File: src/rtl/menu_dispatch_pkg.sv
// Shared definitions for the front-panel menu dispatcher: FSM states,
// key indices and the sub-module slot count.
package menu_dispatch_pkg;

  localparam int unsigned NUM_SUB_MAX = 8;
  localparam int unsigned NUM_KEYS    = 4;

  localparam int unsigned KEY_NEXT  = 0;
  localparam int unsigned KEY_PREV  = 1;
  localparam int unsigned KEY_ENTER = 2;
  localparam int unsigned KEY_BACK  = 3;

  typedef enum logic [1:0] {
    ST_IDLE  = 2'd0,
    ST_RUN   = 2'd1,
    ST_DRAIN = 2'd2
  } state_e;

  function automatic logic [NUM_SUB_MAX-1:0] onehot_sel(input logic [2:0] idx);
    logic [NUM_SUB_MAX-1:0] v;
    v      = '0;
    v[idx] = 1'b1;
    return v;
  endfunction

endpackage

File: src/rtl/key_debounce.sv
// One panel key: 2-FF synchroniser, stability counter and a single-cycle
// pulse on each accepted press (releases are debounced but silent).
module key_debounce #(
  parameter int unsigned DEBOUNCE_CYCLES = 1000000
) (
  input  logic clk,
  input  logic rst,
  input  logic key_raw,
  output logic press
);

  localparam int unsigned     CW       = (DEBOUNCE_CYCLES > 1) ? $clog2(DEBOUNCE_CYCLES) : 1;
  localparam logic [CW-1:0]   CNT_LAST = CW'(DEBOUNCE_CYCLES - 1);

  logic [1:0]    sync_q, sync_d;
  logic          stable_q, stable_d;
  logic [CW-1:0] cnt_q, cnt_d;
  logic          press_q, press_d;

  always_comb begin
    sync_d   = {sync_q[0], key_raw};
    stable_d = stable_q;
    cnt_d    = '0;
    press_d  = 1'b0;
    // Counter tracks consecutive cycles of disagreement; any agreement clears it.
    if (sync_q[1] != stable_q) begin
      if (cnt_q == CNT_LAST) begin
        stable_d = sync_q[1];
        press_d  = sync_q[1];
      end else begin
        cnt_d = cnt_q + CW'(1);
      end
    end
  end

  always_ff @(posedge clk) begin
    if (rst) begin
      sync_q   <= '0;
      stable_q <= 1'b0;
      cnt_q    <= '0;
      press_q  <= 1'b0;
    end else begin
      sync_q   <= sync_d;
      stable_q <= stable_d;
      cnt_q    <= cnt_d;
      press_q  <= press_d;
    end
  end

  assign press = press_q;

endmodule

File: src/rtl/menu_dispatch.sv
// Menu controller: debounced cursor navigation over N_SUB slots and the
// initiator side of the en_sub / en_back run handshake.
module menu_dispatch
  import menu_dispatch_pkg::*;
#(
  parameter int unsigned N_SUB           = 8,
  parameter int unsigned DEBOUNCE_CYCLES = 1000000,
  parameter int unsigned ABORT_TIMEOUT   = 65535
) (
  input  logic       clk,
  input  logic       rst,
  input  logic [6:0] keys,
  input  logic [7:0] en_back,
  output logic [7:0] en_sub,
  output logic [7:0] menu_led,
  output logic       menu_active,
  output logic [2:0] sel
);

  localparam int unsigned   TW       = $clog2(ABORT_TIMEOUT + 1);
  localparam logic [TW-1:0] TMO_LAST = TW'(ABORT_TIMEOUT);
  localparam logic [2:0]    SEL_LAST = 3'(N_SUB - 1);
  localparam logic [7:0]    SUB_MASK = 8'((1 << N_SUB) - 1);

  logic [NUM_KEYS-1:0] press;
  logic                unused_keys;

  state_e        state_q, state_d;
  logic [2:0]    sel_q, sel_d;
  logic [TW-1:0] tmo_q, tmo_d;
  logic [7:0]    en_sub_q, en_sub_d;
  logic [7:0]    menu_led_q, menu_led_d;

  assign unused_keys = ^keys[6:4];

  for (genvar i = 0; i < NUM_KEYS; i++) begin : g_key
    key_debounce #(
      .DEBOUNCE_CYCLES(DEBOUNCE_CYCLES)
    ) u_deb (
      .clk    (clk),
      .rst    (rst),
      .key_raw(keys[i]),
      .press  (press[i])
    );
  end

  always_comb begin
    state_d = state_q;
    sel_d   = sel_q;
    tmo_d   = tmo_q;
    case (state_q)
      ST_IDLE: begin
        // Back outranks everything but has no effect while browsing.
        if (press[KEY_BACK]) begin
          state_d = ST_IDLE;
        end else if (press[KEY_ENTER]) begin
          state_d = ST_RUN;
        end else if (press[KEY_NEXT]) begin
          sel_d = (sel_q == SEL_LAST) ? 3'd0 : sel_q + 3'd1;
        end else if (press[KEY_PREV]) begin
          sel_d = (sel_q == 3'd0) ? SEL_LAST : sel_q - 3'd1;
        end
      end
      ST_RUN: begin
        if (en_back[sel_q] || press[KEY_BACK]) begin
          state_d = ST_DRAIN;
          tmo_d   = '0;
        end
      end
      ST_DRAIN: begin
        if (!en_back[sel_q] || (tmo_q == TMO_LAST)) begin
          state_d = ST_IDLE;
        end else begin
          tmo_d = tmo_q + TW'(1);
        end
      end
      default: state_d = ST_IDLE;
    endcase

    // Outputs are registered from next-state so they line up with the state flop.
    en_sub_d   = (state_d == ST_RUN)  ? (onehot_sel(sel_d) & SUB_MASK) : '0;
    menu_led_d = (state_d == ST_IDLE) ? onehot_sel(sel_d) : '0;
  end

  always_ff @(posedge clk) begin
    if (rst) begin
      state_q    <= ST_IDLE;
      sel_q      <= '0;
      tmo_q      <= '0;
      en_sub_q   <= '0;
      menu_led_q <= 8'h01;
    end else begin
      state_q    <= state_d;
      sel_q      <= sel_d;
      tmo_q      <= tmo_d;
      en_sub_q   <= en_sub_d;
      menu_led_q <= menu_led_d;
    end
  end

  assign en_sub      = en_sub_q;
  assign menu_led    = menu_led_q;
  assign menu_active = (state_q == ST_IDLE);
  assign sel         = sel_q;

endmodule
File: config.mk
export PLATFORM = sky130hd
export DESIGN_NAME = menu_dispatch
export DESIGN_NICKNAME = d
export VERILOG_FILES = /design/src/rtl/menu_dispatch_pkg.sv /design/src/rtl/key_debounce.sv /design/src/rtl/menu_dispatch.sv
export SDC_FILE = /design/constraint.sdc
export NUM_CORES = 1
export LEC_CHECK = 0
export BUFFER_PORTS_ARGS = -buffer_cell sky130_fd_sc_hd__buf_2
export CAP_MARGIN = 20
export CORE_MARGIN = 3
export CORE_UTILIZATION = 50
export DETAILED_ROUTE_END_ITERATION = 10
export GPL_ROUTABILITY_DRIVEN = 0
export PLACE_DENSITY = 0.68
export SLEW_MARGIN = 20
export SYNTH_ARGS = -nofsm -noshare
export SYNTH_HDL_FRONTEND = slang
export SYNTH_SLANG_ARGS = --single-unit
File: constraint.sdc
create_clock -name clk -period 2.5 [get_ports clk]
set_input_delay 0.25 -clock clk [delete_from_list [all_inputs] [get_ports clk]]
set_output_delay 0.25 -clock clk [all_outputs]
set_load 0.005 [all_outputs]
==> results.md <==
Routing:
- In the routed layout, each cell is associated on average with a via count of 5.44.
- The final route contains approximately 4600 vias.
- After detailed routing, the total wire length is 10900 um.
- The first-iteration detailed-routing DRC count is 304.
- The average wire length per cell after detail routing is 13.0 um.
- Once detail routing completed, the nets flagged for antenna violations numbered 0.
- After detailed routing, the number of remaining DRC violations is 0.
- The number of iterations in the first detailed-routing pass is 4.

Synth:
- The synthesized area divided by synthesized cell count is 9.07 um2.
- The async set or reset register ratio after synthesis is 0%.
- Synthesis handed over a netlist of 641 instances.
- The Yosys step of the flow raised 0 warnings.
- Summing the sequential cell areas from Yosys gives 45.8% of the chip area.
- The top cell type's share of synthesized area is 45.8%.
- In the post-synthesis netlist, the biggest area contributors are sky130_fd_sc_hd__dfxtp_1 (46%), sky130_fd_sc_hd__nor2_1 (7.2%), sky130_fd_sc_hd__xor2_1 (6.3%).
- The most frequent cell after synthesis is sky130_fd_sc_hd__dfxtp_1.
- Of all cell types, the one taking the most synthesized area is sky130_fd_sc_hd__dfxtp_1.
- Yosys mapped a number of flops with a built-in enable equal to 0.
- The number of different library cells used by synthesis comes to 54.
- The synthesized area is 0.00581 mm2.
- The total of flip-flops plus latches after synthesis is 133.
- Counting every net in the synthesized netlist gives 671.
- The most used flip-flop cell after synthesis is sky130_fd_sc_hd__dfxtp_1.
- Sorting the synthesized cells by how often they occur yields sky130_fd_sc_hd__dfxtp_1 (133), sky130_fd_sc_hd__nor2_1 (112), sky130_fd_sc_hd__nand2_1 (42), sky130_fd_sc_hd__xor2_1 (42), sky130_fd_sc_hd__nand3_1 (41).

CTS:
- The clock tree from TritonCTS is built.
- The tree is rooted in a sky130_fd_sc_hd__clkbuf_16.
- The total of hold buffers inserted after clock tree synthesis is 0.
- The clock input transition at the sequential cells of the worst setup and hold paths is approximately 0.050 ns.
- For this design, the sink count on the clock tree is 133.
- The H-tree generated during clock tree synthesis spans 4 levels.
- The clock insertion delay at the later pin of the skew report is between 0.4 and 0.5 ns.
- The number of clock buffers inserted by TritonCTS is 17.
- The clock passes through at most 2 buffers.

STA:
- The slew at the pin with the worst max-slew slack is 0.680 ns.
- Setup repair after global routing left no endpoint under its margin.
- The accumulated negative setup slack is 0 ns.
- The smallest clock period supported by the final layout is computed as ~2.3 ns.
- The post-route clock skew is 0.0199 ns.
- After layout, the worst path uses 94.0% of the clock period.
- The number of pins with negative max-slew slack in the final report is 0.
- The max-slew headroom at the worst pin is 54.3%.
- The final count of negative-setup-slack endpoints is 0.
- The minimum hold slack is 0.0406 ns.
- The number of failing hold endpoints at the final stage is 0.
- The upper clock frequency limit is 426 MHz.

Global routing:
- The initial antenna violation count is 0.
- The maximum number of pins on one net before global-route repair is 21.
- The first global-routing pass estimated 19000 um of wire.
- Global routing consumed, over all layers together, 17.9% of the routing resources.
- The number of global-route vias before repair is roughly 4300.
- For this run the aggregate overflow at the end of global routing stands at 0.

Layout:
- Cells with a size suffix above 1 make up 12.6% of the layout.
- The summed area of non-filler cells in the final layout is around 0.0067 mm2.
- The final layout contains 718 nets.
- The number of standard cells in the final layout excluding fillers is about 840.
- The number of antenna repair diodes is 0.
- From synthesis to final layout, the design area changed by 15.5%.

Placement:
- After detailed placement, the design holds a cell count of 809.
- The detailed placement HPWL is between 7000 and 8000 um.
- The number of port buffers is 33.
- The placed instances occupy a cell area of 0.00616 mm2.

Power and ir drop:
- The power per cell area is 667 mW/mm2.
- The largest voltage drop on the vdd net is 0.728 mV.
- For this design the static power due to leakage is 2.29 nW.

Status:
- The flow ran to the end, and the final reports show no timing, DRC or antenna violations.

Critical path:
- The element type at the critical path end is a flip-flop.
- The maximum fanout along the worst path is 9.
- The critical setup path kind is reg -> reg.
- At the worst endpoint, the arrival time is 2.67 ns.
- The startpoint type of the worst setup path is a flip-flop.
- Data on the critical path is required at its endpoint by 2.82 ns.

Floorplan:
- The initial core utilization is 52.5%.
- The count of standard-cell rows is 38.
- The floorplan step defined a core boundary enclosing 0.0111 mm2.
- 37 I/O pins were placed.
- The die footprint is 0.0130 mm2.
- The die outline width is roughly 110 um.
- From bottom edge to top edge, the die measures 114 um.

Worst hold path:
- The min-delay analysis places its worst path in the category in -> reg.

Job:
- The max-capacitance violation count is 0.
-- state kept, by name, summed over array words and instances (netlist names), 3 cells and up --
register	cells
sel	3
g_key.u_deb.sync_q	8
g_key.u_deb.stable_q	4
menu_led	8
g_key.u_deb.press	4
en_sub	8
g_key.u_deb.cnt_q	80
tmo_q	16
-- worst max-delay path, stage by stage, from the launching register on --
cell and delay (ns):
sky130_fd_sc_hd__dfxtp_1 0.42, sky130_fd_sc_hd__mux2_1 0.35, sky130_fd_sc_hd__mux4_2 0.63, sky130_fd_sc_hd__a2bb2oi_1 0.20
sky130_fd_sc_hd__a211o_1 0.43, sky130_fd_sc_hd__nor3_1 0.22
-- layout by cell type, fill, tap and decap left out, drive strengths merged, types with 10 or more instances in the layout --
cell type    n
dfxtp      133
nand4       28
nand2       43
buf         45
nand3       41
ha          13
xnor2       37
o21ai       10
nor2b       10
nor2       112
clkbuf      23
nor4        10
inv         17
xor2        42
nor3        24
-- final cells by class --
class / count / area (um2)
Fill cell: 942 / 4360
Multi-Input combinational cell: 473 / 3010
Sequential cell: 133 / 2660
Clock buffer: 23 / 498
Timing Repair Buffer: 45 / 255
Tap cell: 140 / 175
Inverter: 18 / 67.6
Clock inverter: 5 / 50.0
-- worst paths after layout --
kind	start	endpoint	slack, ns	cells past startpoint
worst max-delay path	sel[0]	en_sub[3]	0.15	5
worst min-delay path	keys[0]	g_key[0].u_deb.sync_q[0]	0.04	2
worst max register to register	sel[0]	en_sub[3]	0.15	5
worst min register to register	g_key[0].u_deb.sync_q[0]	g_key[0].u_deb.sync_q[1]	0.44	1
-- logic make-up after synthesis --
logic type	synth area share (%)
compound gates	6.76
xor+xnor	11.9
fa+ha+maj	2.80
buf+inv	2.52
flops	45.8
mux	2.54
simple gates	27.7
-- power breakdown --
part / total, W / leakage, nW / internal (W) / switching (W)
Combinational: 0.0000638 / 0.940 / 0.0000250 / 0.0000388
Sequential: 0.00214 / 1.07 / 0.00213 / 0.00000487
Clock: 0.00228 / 0.276 / 0.00147 / 0.000814
Total: 0.00448 / 2.29 / 0.00362 / 0.000858
-- what timing repair did --
action | CTS | global route
gates resized for setup | 0 | 1
buffers inserted | 0 | 0
setup endpoints to repair | 0 | 1
-- stage by stage --
step	util (%)	total power (W)	setup slack (ns)
after CTS	60.6	0.00453	0.126
after global placement	55.6	0.00224	0.215
final	60.6	0.00448	0.151
after global routing	60.6	0.00464	0.000831
after floorplan	-	0.00222	0.264
after detailed placement	55.6	0.00224	0.165
-- layer usage --
metal | part of all wire [%] | track usage, % | up-vias
met2 | 47 | 28.9 | 74
met1 | 48 | 22.2 | 2144
met5 | 0 | 0 | -
li1 | - | - | 2330
met3 | 4.7 | 5.84 | 4
met4 | 0.41 | 6.97 | 0
Power figures use the tool's default switching activity.
